`config.mk`:
```
export PLATFORM = sky130hd
export DESIGN_NAME = dsp_mac_stage_flat
export DESIGN_NICKNAME = d
export VERILOG_FILES = /design/src/rtl/dsp_mac_if.sv /design/src/rtl/dsp_mac_stage.sv /design/src/flat_wrapper.sv
export SDC_FILE = /design/constraint.sdc
export NUM_CORES = 2
export LEC_CHECK = 0
export ABC_AREA = 1
export CAP_MARGIN = 20
export CORE_MARGIN = 8
export CORE_UTILIZATION = 23
export CTS_CLUSTER_DIAMETER = 30
export DETAILED_ROUTE_END_ITERATION = 8
export PLACE_DENSITY = 0.4
export REMOVE_ABC_BUFFERS = 1
export SLEW_MARGIN = 10
export SYNTH_ARGS = -nofsm -noshare
export SYNTH_HDL_FRONTEND = slang
export SYNTH_SLANG_ARGS = --single-unit
```
`constraint.sdc`:
```
create_clock -name clk -period 5.4 [get_ports clk]
set_input_delay 1.08 -clock clk [delete_from_list [all_inputs] [get_ports clk]]
set_output_delay 1.08 -clock clk [all_outputs]
set_load 0.005 [all_outputs]
```
`src/rtl/dsp_mac_if.sv`:
```
// Operand/result bundle between the input register blocks and the DSP MAC stage.
// master drives operands and observes results; slave is the arithmetic stage.
interface dsp_mac_if #(
    parameter int AB_WIDTH = 18,
    parameter int C_WIDTH  = 48
);
    logic                in_valid;
    logic [AB_WIDTH-1:0] a;
    logic [AB_WIDTH-1:0] b;
    logic [AB_WIDTH-1:0] d;
    logic [C_WIDTH-1:0]  c;
    logic [4:0]          opmode;
    logic                acc_clr;
    logic [C_WIDTH-1:0]  p;
    logic                carry_out;
    logic                out_valid;

    modport master (
        output in_valid, a, b, d, c, opmode, acc_clr,
        input  p, carry_out, out_valid
    );

    modport slave (
        input  in_valid, a, b, d, c, opmode, acc_clr,
        output p, carry_out, out_valid
    );
endinterface

```
`src/rtl/dsp_mac_stage.sv`:
```
// Pre-adder -> signed multiplier -> post-adder/accumulator, three pipeline stages
// with a valid bit travelling alongside the data.
module dsp_mac_stage #(
    parameter int AB_WIDTH = 18,
    parameter int C_WIDTH  = 48,
    parameter bit PREG     = 1'b1
) (
    input  logic     clk,
    input  logic     reset,
    dsp_mac_if.slave bus
);
    localparam int M_WIDTH = 2 * AB_WIDTH;

    typedef struct packed {
        logic carry_in;
        logic post_sub;
        logic acc_sel;
    } post_op_t;

    // ---------------- Stage 1: pre-adder ----------------
    logic [AB_WIDTH-1:0] pre_next;
    post_op_t            op_in;

    // NOTE: every variable written in always_comb gets a default first, so no path can infer a latch.
    always_comb begin
        pre_next = bus.b;
        if (bus.opmode[0]) begin
            pre_next = bus.opmode[1] ? bus.d - bus.b : bus.d + bus.b;
        end
    end

    assign op_in = '{carry_in: bus.opmode[4], post_sub: bus.opmode[3], acc_sel: bus.opmode[2]};

    logic                       v1;
    logic signed [AB_WIDTH-1:0] a1;
    logic signed [AB_WIDTH-1:0] pre1;
    logic [C_WIDTH-1:0]         c1;
    post_op_t                   op1;

    // NOTE: sequential state uses non-blocking assignments so all stages sample pre-edge values.
    always_ff @(posedge clk or negedge reset) begin
        if (!reset) begin
            v1   <= 1'b0;
            a1   <= '0;
            pre1 <= '0;
            c1   <= '0;
            op1  <= '0;
        end else begin
            v1   <= bus.in_valid;
            a1   <= bus.a;
            pre1 <= pre_next;
            c1   <= bus.c;
            op1  <= op_in;
        end
    end

    // ---------------- Stage 2: multiplier ----------------
    logic signed [M_WIDTH-1:0] m_full;
    assign m_full = M_WIDTH'(a1) * M_WIDTH'(pre1);

    logic               v2;
    logic [C_WIDTH-1:0] m2;
    logic [C_WIDTH-1:0] c2;
    post_op_t           op2;

    always_ff @(posedge clk or negedge reset) begin
        if (!reset) begin
            v2  <= 1'b0;
            m2  <= '0;
            c2  <= '0;
            op2 <= '0;
        end else begin
            v2  <= v1;
            m2  <= {{(C_WIDTH-M_WIDTH){m_full[M_WIDTH-1]}}, m_full};
            c2  <= c1;
            op2 <= op1;
        end
    end

    // ---------------- Stage 3: post-adder / accumulator ----------------
    logic [C_WIDTH-1:0] z;
    logic [C_WIDTH:0]   x_ext;
    logic [C_WIDTH:0]   z_ext;
    logic [C_WIDTH:0]   cin_ext;
    logic [C_WIDTH:0]   sum;
    logic [C_WIDTH-1:0] acc_q;
    logic               co_q;

    // Z is taken as an unsigned 48-bit quantity and the product keeps its sign into bit 48,
    // so bit 48 reports unsigned carry on C/P overflow and borrow when Z is below X+cin.
    always_comb begin
        z       = bus.acc_clr ? '0 : (op2.acc_sel ? acc_q : c2);
        z_ext   = {1'b0, z};
        x_ext   = {m2[C_WIDTH-1], m2};
        cin_ext = (C_WIDTH+1)'(op2.carry_in);
        sum     = op2.post_sub ? z_ext - (x_ext + cin_ext) : z_ext + x_ext + cin_ext;
    end

    // The accumulator only moves on a valid result or an idle-cycle clear.
    always_ff @(posedge clk or negedge reset) begin
        if (!reset) begin
            acc_q <= '0;
            co_q  <= 1'b0;
        end else if (v2) begin
            acc_q <= sum[C_WIDTH-1:0];
            co_q  <= sum[C_WIDTH];
        end else if (bus.acc_clr) begin
            acc_q <= '0;
            co_q  <= 1'b0;
        end
    end

    generate
        if (PREG) begin : g_preg
            logic ov_q;

            always_ff @(posedge clk or negedge reset) begin
                if (!reset) begin
                    ov_q <= 1'b0;
                end else begin
                    ov_q <= v2;
                end
            end

            assign bus.p         = acc_q;
            assign bus.carry_out = co_q;
            assign bus.out_valid = ov_q;
        end else begin : g_comb
            assign bus.p         = v2 ? sum[C_WIDTH-1:0] : acc_q;
            assign bus.carry_out = v2 ? sum[C_WIDTH] : co_q;
            assign bus.out_valid = v2;
        end
    endgenerate
endmodule

```
`src/flat_wrapper.sv`:
```
// flat-port wrapper written by rule: the top's interface ports become plain ports
module dsp_mac_stage_flat 
#(
    parameter int AB_WIDTH = 18,
    parameter int C_WIDTH  = 48,
    parameter bit PREG     = 1'b1
)
  (clk, reset, bus_in_valid, bus_a, bus_b, bus_d, bus_c, bus_opmode, bus_acc_clr, bus_p, bus_carry_out, bus_out_valid);
  dsp_mac_if #(.AB_WIDTH(AB_WIDTH), .C_WIDTH(C_WIDTH)) bus_i ();
  input  logic clk;
  input  logic reset;
  input wire logic [$bits(bus_i.in_valid)-1:0] bus_in_valid;
  input wire logic [$bits(bus_i.a)-1:0] bus_a;
  input wire logic [$bits(bus_i.b)-1:0] bus_b;
  input wire logic [$bits(bus_i.d)-1:0] bus_d;
  input wire logic [$bits(bus_i.c)-1:0] bus_c;
  input wire logic [$bits(bus_i.opmode)-1:0] bus_opmode;
  input wire logic [$bits(bus_i.acc_clr)-1:0] bus_acc_clr;
  output wire logic [$bits(bus_i.p)-1:0] bus_p;
  output wire logic [$bits(bus_i.carry_out)-1:0] bus_carry_out;
  output wire logic [$bits(bus_i.out_valid)-1:0] bus_out_valid;
  assign bus_i.in_valid = bus_in_valid;
  assign bus_i.a = bus_a;
  assign bus_i.b = bus_b;
  assign bus_i.d = bus_d;
  assign bus_i.c = bus_c;
  assign bus_i.opmode = bus_opmode;
  assign bus_i.acc_clr = bus_acc_clr;
  assign bus_p = bus_i.p;
  assign bus_carry_out = bus_i.carry_out;
  assign bus_out_valid = bus_i.out_valid;
  dsp_mac_stage #(.AB_WIDTH(AB_WIDTH), .C_WIDTH(C_WIDTH), .PREG(PREG)) u_core (.clk(clk), .reset(reset), .bus(bus_i));
endmodule
```
# Word-level counts from Yosys, hierarchy flattened
# Cells that the tools add are included.
[word_totals] out_inout_bits=50 ff_bits=226 in_bits=111 wordCells=33
[op_classes] n_mul=1 n_reduce_logical=1 muxes=9 n_addsub=6
[ops] operator="$mux 48" count=4
[ops] operator="$add 48x49->49" count=1
[ops] operator="$add 49x1->49" count=1
[ops] operator="$mux 49" count=1
[ops] operator="$sub 48x49->49" count=1
[ops] operator="$add 36x2->37" count=1
[ops] operator="$mul 18x18->36" count=1
[ops] operator="$mux 18" count=2
[ops] operator="$add 18x18->18" count=1
[ops] operator="$sub 18x18->18" count=1
[ops] operator="$mux 1" count=2
[ops] operator="$reduce_bool 2->1" count=1

# Depth between registers and ports, before layout
[depth] word_depth=6 ltp_mapped=29 mapped_depth_nobuf=27

# Worst setup path before layout
# No wires, ideal clock.
[synth_path] path_kind="register -> register" start="register u_core.a1[17]" end="register u_core.m2[32]" required_ns=5.283 path_buffers=2 slack_ns=-0.231 setup_time_ns=0.117 arrival_ns=5.514 period_less_slack_ns=5.631 stages_incl_launch_ff=21 cell_sequence="dfrtp_1 clkbuf_1 clkbuf_1 nand2_1 fa_1 inv_1 fa_1 fa_1 fa_1 fa_1 inv_1 fa_1 inv_1 ha_1 a21oi_1 a21boi_0 o221ai_1 a21oi_1 nand2_1 nand2_1 nand2_1"
[synth_between] elab_chain_cells=1
[synth_lines] element="start, declared" line_no="dsp_mac_stage.sv:35" source="logic signed [AB_WIDTH-1:0] a1;"
[synth_lines] element="start signal, assigned" line_no="dsp_mac_stage.sv:50" source="a1 <= bus.a;"
[synth_lines] element="$mul 18x18->36" line_no="dsp_mac_stage.sv:59" source="assign m_full = M_WIDTH'(a1) * M_WIDTH'(pre1);"
[synth_lines] element="named net u_core.m_full[32]" line_no="dsp_mac_stage.sv:58" source="logic signed [M_WIDTH-1:0] m_full;"
[synth_lines] element="end signal, assigned" line_no="dsp_mac_stage.sv:74" source="m2 <= {{(C_WIDTH-M_WIDTH){m_full[M_WIDTH-1]}}, m_full};"
[synth_lines] element="end, declared" line_no="dsp_mac_stage.sv:62" source="logic [C_WIDTH-1:0] m2;"
# The timed path passes the listed nets, and every way through them passes these cells.
# A chain may end at the register's enable or synchronous reset.

# Worst setup path in the final report
[layout_path] start="register u_core.a1[6]" end="register u_core.m2[26]"
# The elaborated chain is that of the path after synthesis.

==> impl_metrics.xml <==
<?xml version="1.0" encoding="UTF-8"?>
<metrics>
  <group name="run_status">
    <metric name="run_status" unit="">complete, no violations</metric>
  </group>
  <group name="routing">
    <metric name="postRouteAntennaNets" unit="">0</metric>
    <metric name="remaining_drc_errors" unit="">0</metric>
    <metric name="wl" unit="mm">121</metric>
    <metric name="drt_pass1_iterations" unit="">5</metric>
    <metric name="wl_per_cell" unit="µm">17.8</metric>
    <metric name="num_vias" unit="">28800</metric>
    <metric name="detail_route.iter0.violations" unit="">1446</metric>
    <metric name="route.detailed.vias_per_inst" unit="">4.24</metric>
  </group>
  <group name="floorplan">
    <metric name="initial_core_utilization" unit="">0.230</metric>
    <metric name="die_area" unit="mm²">0.147</metric>
    <metric name="die-height" unit="µm">383</metric>
    <metric name="die_width" unit="µm">383</metric>
    <metric name="floorplan.rows" unit="">135</metric>
    <metric name="core_region_area" unit="mm²">0.135</metric>
    <metric name="io_pins" unit="">161</metric>
  </group>
  <group name="yosys">
    <metric name="synth_area_leader_cell" unit="">fa_1</metric>
    <metric name="ys_top_cells_by_count" unit="">nand2_1 (1448), inv_1 (1104), fa_1 (333)</metric>
    <metric name="yosysMostFrequentCell" unit="">nand2_1</metric>
    <metric name="post_synth_instance_area" unit="mm²">0.0311</metric>
    <metric name="synth-seq-area-share" unit="">0.182</metric>
    <metric name="syn-instance-count" unit="">4545</metric>
    <metric name="synth-edff-count" unit="">0</metric>
    <metric name="async_flop_share" unit="">1.00</metric>
    <metric name="area_share_of_the_leading_cell_type_in_the_synthesized_netlist" unit="">0.215</metric>
    <metric name="post_synthesis_cell_type_count" unit="">55</metric>
    <metric name="yosysWarningCount" unit="">0</metric>
    <metric name="synthesis.area_per_instance" unit="µm²">6.83</metric>
    <metric name="dominantRegCellSynth" unit="">dfrtp_1</metric>
    <metric name="synth-seq-cells" unit="">226</metric>
    <metric name="synth_top_area_cells" unit="">fa_1 (21%), dfrtp_1 (18%), nand2_1 (18%)</metric>
  </group>
  <group name="setup_path">
    <metric name="rr_endpoint" unit="">u_core.m2[26]$_DFF_PN0_</metric>
    <metric name="setup.reg_to_reg.worst_slack" unit="ns">0.01</metric>
    <metric name="crit_required" unit="ns">5.97</metric>
    <metric name="worst-r2r-cell-count" unit="">20</metric>
    <metric name="worstSetupStartpointType" unit="">flip-flop</metric>
    <metric name="critPathCaptureType" unit="">flip-flop</metric>
    <metric name="critPathMaxFanout" unit="">4</metric>
    <metric name="worstSetupStartpoint" unit="">u_core.a1[6]$_DFF_PN0_</metric>
    <metric name="setup.worst_path.end" unit="">u_core.m2[26]$_DFF_PN0_</metric>
    <metric name="crit-reg2reg-launch" unit="">u_core.a1[6]$_DFF_PN0_</metric>
    <metric name="crit_arrival" unit="ns">5.96</metric>
    <metric name="timing_worst_setup_path_type" unit="">flip-flop to flip-flop</metric>
  </group>
  <group name="global_routing">
    <metric name="global_routing_met3_resource_utilization" unit="">0.0290</metric>
    <metric name="groute.layer.met2.usage" unit="">0.291</metric>
    <metric name="global_route.usage.total" unit="">0.165</metric>
    <metric name="global_route_wire_length_before_repair" unit="mm">185</metric>
    <metric name="antenna_found_initial" unit="">2</metric>
    <metric name="maximum_number_of_pins_on_one_net_before_global_route_repair" unit="">103</metric>
    <metric name="global_route.usage.met1" unit="">0.209</metric>
    <metric name="first_global_vias" unit="">30500</metric>
    <metric name="top_usage_layer" unit="">met2</metric>
    <metric name="grt-ovfl-total" unit="">0</metric>
  </group>
  <group name="cts">
    <metric name="root_buffer_cell" unit="">clkbuf_16</metric>
    <metric name="clock_pin_slew_reported_for_the_worst_setup_and_hold_paths_after_clock_tree_synthesis" unit="ns">0.05</metric>
    <metric name="clkLatencyLatePin" unit="ns">0.66</metric>
    <metric name="clock_buffer_count_from_cts" unit="">77</metric>
    <metric name="clock_sink_count" unit="">226</metric>
    <metric name="cts.path.max_buffers" unit="">3</metric>
    <metric name="cts_tree" unit="">done</metric>
    <metric name="cts.htree.levels" unit="">3</metric>
  </group>
  <group name="sta">
    <metric name="report.final.slew_viol_count" unit="">0</metric>
    <metric name="setup_viol" unit="">0</metric>
    <metric name="holdWs" unit="ns">0.334</metric>
    <metric name="period_share" unit="">0.997</metric>
    <metric name="final.min_clock_period" unit="ns">5.39</metric>
    <metric name="finClkSkew" unit="ns">0.0248</metric>
    <metric name="fin_ws" unit="ns">0.0149</metric>
    <metric name="achievable-frequency" unit="GHz">0.186</metric>
    <metric name="worst-slew-pin-transition" unit="ns">0.786</metric>
    <metric name="worst_relative_slew_slack" unit="">0.474</metric>
    <metric name="final_hold_viol_count" unit="">0</metric>
    <metric name="rsz0062_at_grt" unit="">yes</metric>
  </group>
  <group name="placement">
    <metric name="gp_congestion" unit="">0.943</metric>
    <metric name="placed_cell_area" unit="mm²">0.0366</metric>
    <metric name="hpwlAfterDp" unit="mm">103</metric>
    <metric name="port_buffers" unit="">160</metric>
    <metric name="placement.setup.worst_slack" unit="ns">-0.505</metric>
  </group>
  <group name="finish">
    <metric name="multi_input_area" unit="mm²">0.0215</metric>
    <metric name="drive_above_1_share" unit="">0.131</metric>
    <metric name="nFillCells" unit="">14900</metric>
    <metric name="nNetsFinal" unit="">5604</metric>
    <metric name="post_synthesis_to_final_layout_area_growth" unit="%">30.3</metric>
    <metric name="stdcell_area" unit="mm²">0.0405</metric>
    <metric name="final-seq-area" unit="mm²">0.00568</metric>
  </group>
  <group name="min_path">
    <metric name="worst_hold_path_type" unit="">flip-flop to flip-flop</metric>
  </group>
  <group name="job">
    <metric name="drv.max_cap_violation_count" unit="">0</metric>
  </group>
</metrics>
[area by class of cell]
cell class / count / area share
well taps: 1781 / 0.0551
multi-input cells: 3099 / 0.532
diodes: 1 / 0.0000619
clock buffers: 105 / 0.0537
inverters: 1111 / 0.103
flip-flops and latches: 226 / 0.140
repair buffers: 437 / 0.101
clock inverters: 37 / 0.0144
[layout by cell type, fill, tap and decap left out, drive strengths merged, types with 6 or more instances in the layout]
cell type and instances:
a21o 15, a21oi 130, a31oi 9, buf 276
bufinv 11, clkbuf 107, clkdlybuf4s50 159, clkinv 19
dfrtp 226, fa 333, ha 208, inv 1114
nand2 1468, nand3 228, nand4 53, nor2 321
nor3 41, nor4 6, o211ai 9, o21ai 112
o21bai 9, or2 14, xnor2 43, xor2 64
[how the worst min path moves through the flow]
stage / start / end / slack [ns] / cells past startpoint
2_1_floorplan: u_core.c1[0]$_DFF_PN0_ / u_core.c2[0]$_DFF_PN0_ / 0.33 / 0
3_3_place_gp: u_core.c1[0]$_DFF_PN0_ / u_core.c2[0]$_DFF_PN0_ / 0.33 / 0
3_5_place_dp: u_core.c1[6]$_DFF_PN0_ / u_core.c2[6]$_DFF_PN0_ / 0.34 / 0
4_1_cts: u_core.c1[1]$_DFF_PN0_ / u_core.c2[1]$_DFF_PN0_ / 0.34 / 0
5_1_grt: u_core.c1[30]$_DFF_PN0_ / u_core.c2[30]$_DFF_PN0_ / 0.34 / 0
6_report: u_core.c1[30]$_DFF_PN0_ / u_core.c2[30]$_DFF_PN0_ / 0.33 / 0
[layer usage]
| layer | vias to the layer above | share of wire | routed length (µm) |
|---|---|---|---|
| met5 | - | 0 | 0 |
| met4 | 0 | 0.023 | 2720 |
| met3 | 130 | 0.041 | 5000 |
| met2 | 512 | 0.49 | 59100 |
| met1 | 13800 | 0.45 | 54000 |
| li1 | 14400 | - | - |
[critical path, stage by stage, from the launching register on]
cell	delay, ns
dfrtp_1	0.40
buf_12	0.15
buf_8	0.12
or2_4	0.22
fa_1	0.53
fa_1	0.44
fa_1	0.52
fa_1	0.54
fa_1	0.51
fa_1	0.53
inv_2	0.05
ha_4	0.28
nand2_4	0.07
nor2_4	0.11
and3_4	0.20
nand4_1	0.11
nand3_2	0.16
buf_6	0.12
nand3_2	0.05
nand2_1	0.07
xor2_1	0.13
[repair_timing]
action	CTS	global route
hold buffers	0	0
resized for setup	88	116
buffers inserted	12	19
pin swaps	12	54
endpoints found under the setup margin	22	23
[stage by stage]
step | TNS, ns | utilization | cells
CTS | -0.00902 | 0.295 | 6777
detailed placement | -4.28 | 0.271 | 6623
finish | 0 | 0.300 | 6797
floorplan | 0 | - | 4436
global placement | -3.45 | 0.271 | 6623
global route | -1.74 | 0.300 | 6796
[registers in the layout, summed over array words and instances (netlist names)]
| signal | count |
|---|---|
| u_core.v2 | 1 |
| u_core.c1 | 48 |
| u_core.v1 | 1 |
| u_core.bus.out_valid | 1 |
| u_core.a1 | 18 |
| u_core.pre1 | 18 |
| u_core.cin_ext | 1 |
| u_core.op1 | 3 |
| u_core.bus.carry_out | 1 |
| u_core.m2 | 36 |
| u_core.op2 | 2 |
| u_core.bus.p | 48 |
| u_core.c2 | 48 |
[cells by family after synthesis]
kind of cell | after synthesis | synth area share
and+or+nand+nor | 2143 | 0.286
adders and majority gates | 541 | 0.298
xor gates and xnor gates | 107 | 0.0302
buffers and inverters | 1220 | 0.148
AOI/OAI and AO/OA | 308 | 0.0558
DFF | 226 | 0.182
Power is not shown: default switching activity piles up to over one toggle a cycle in this logic, so the estimate is an artifact.
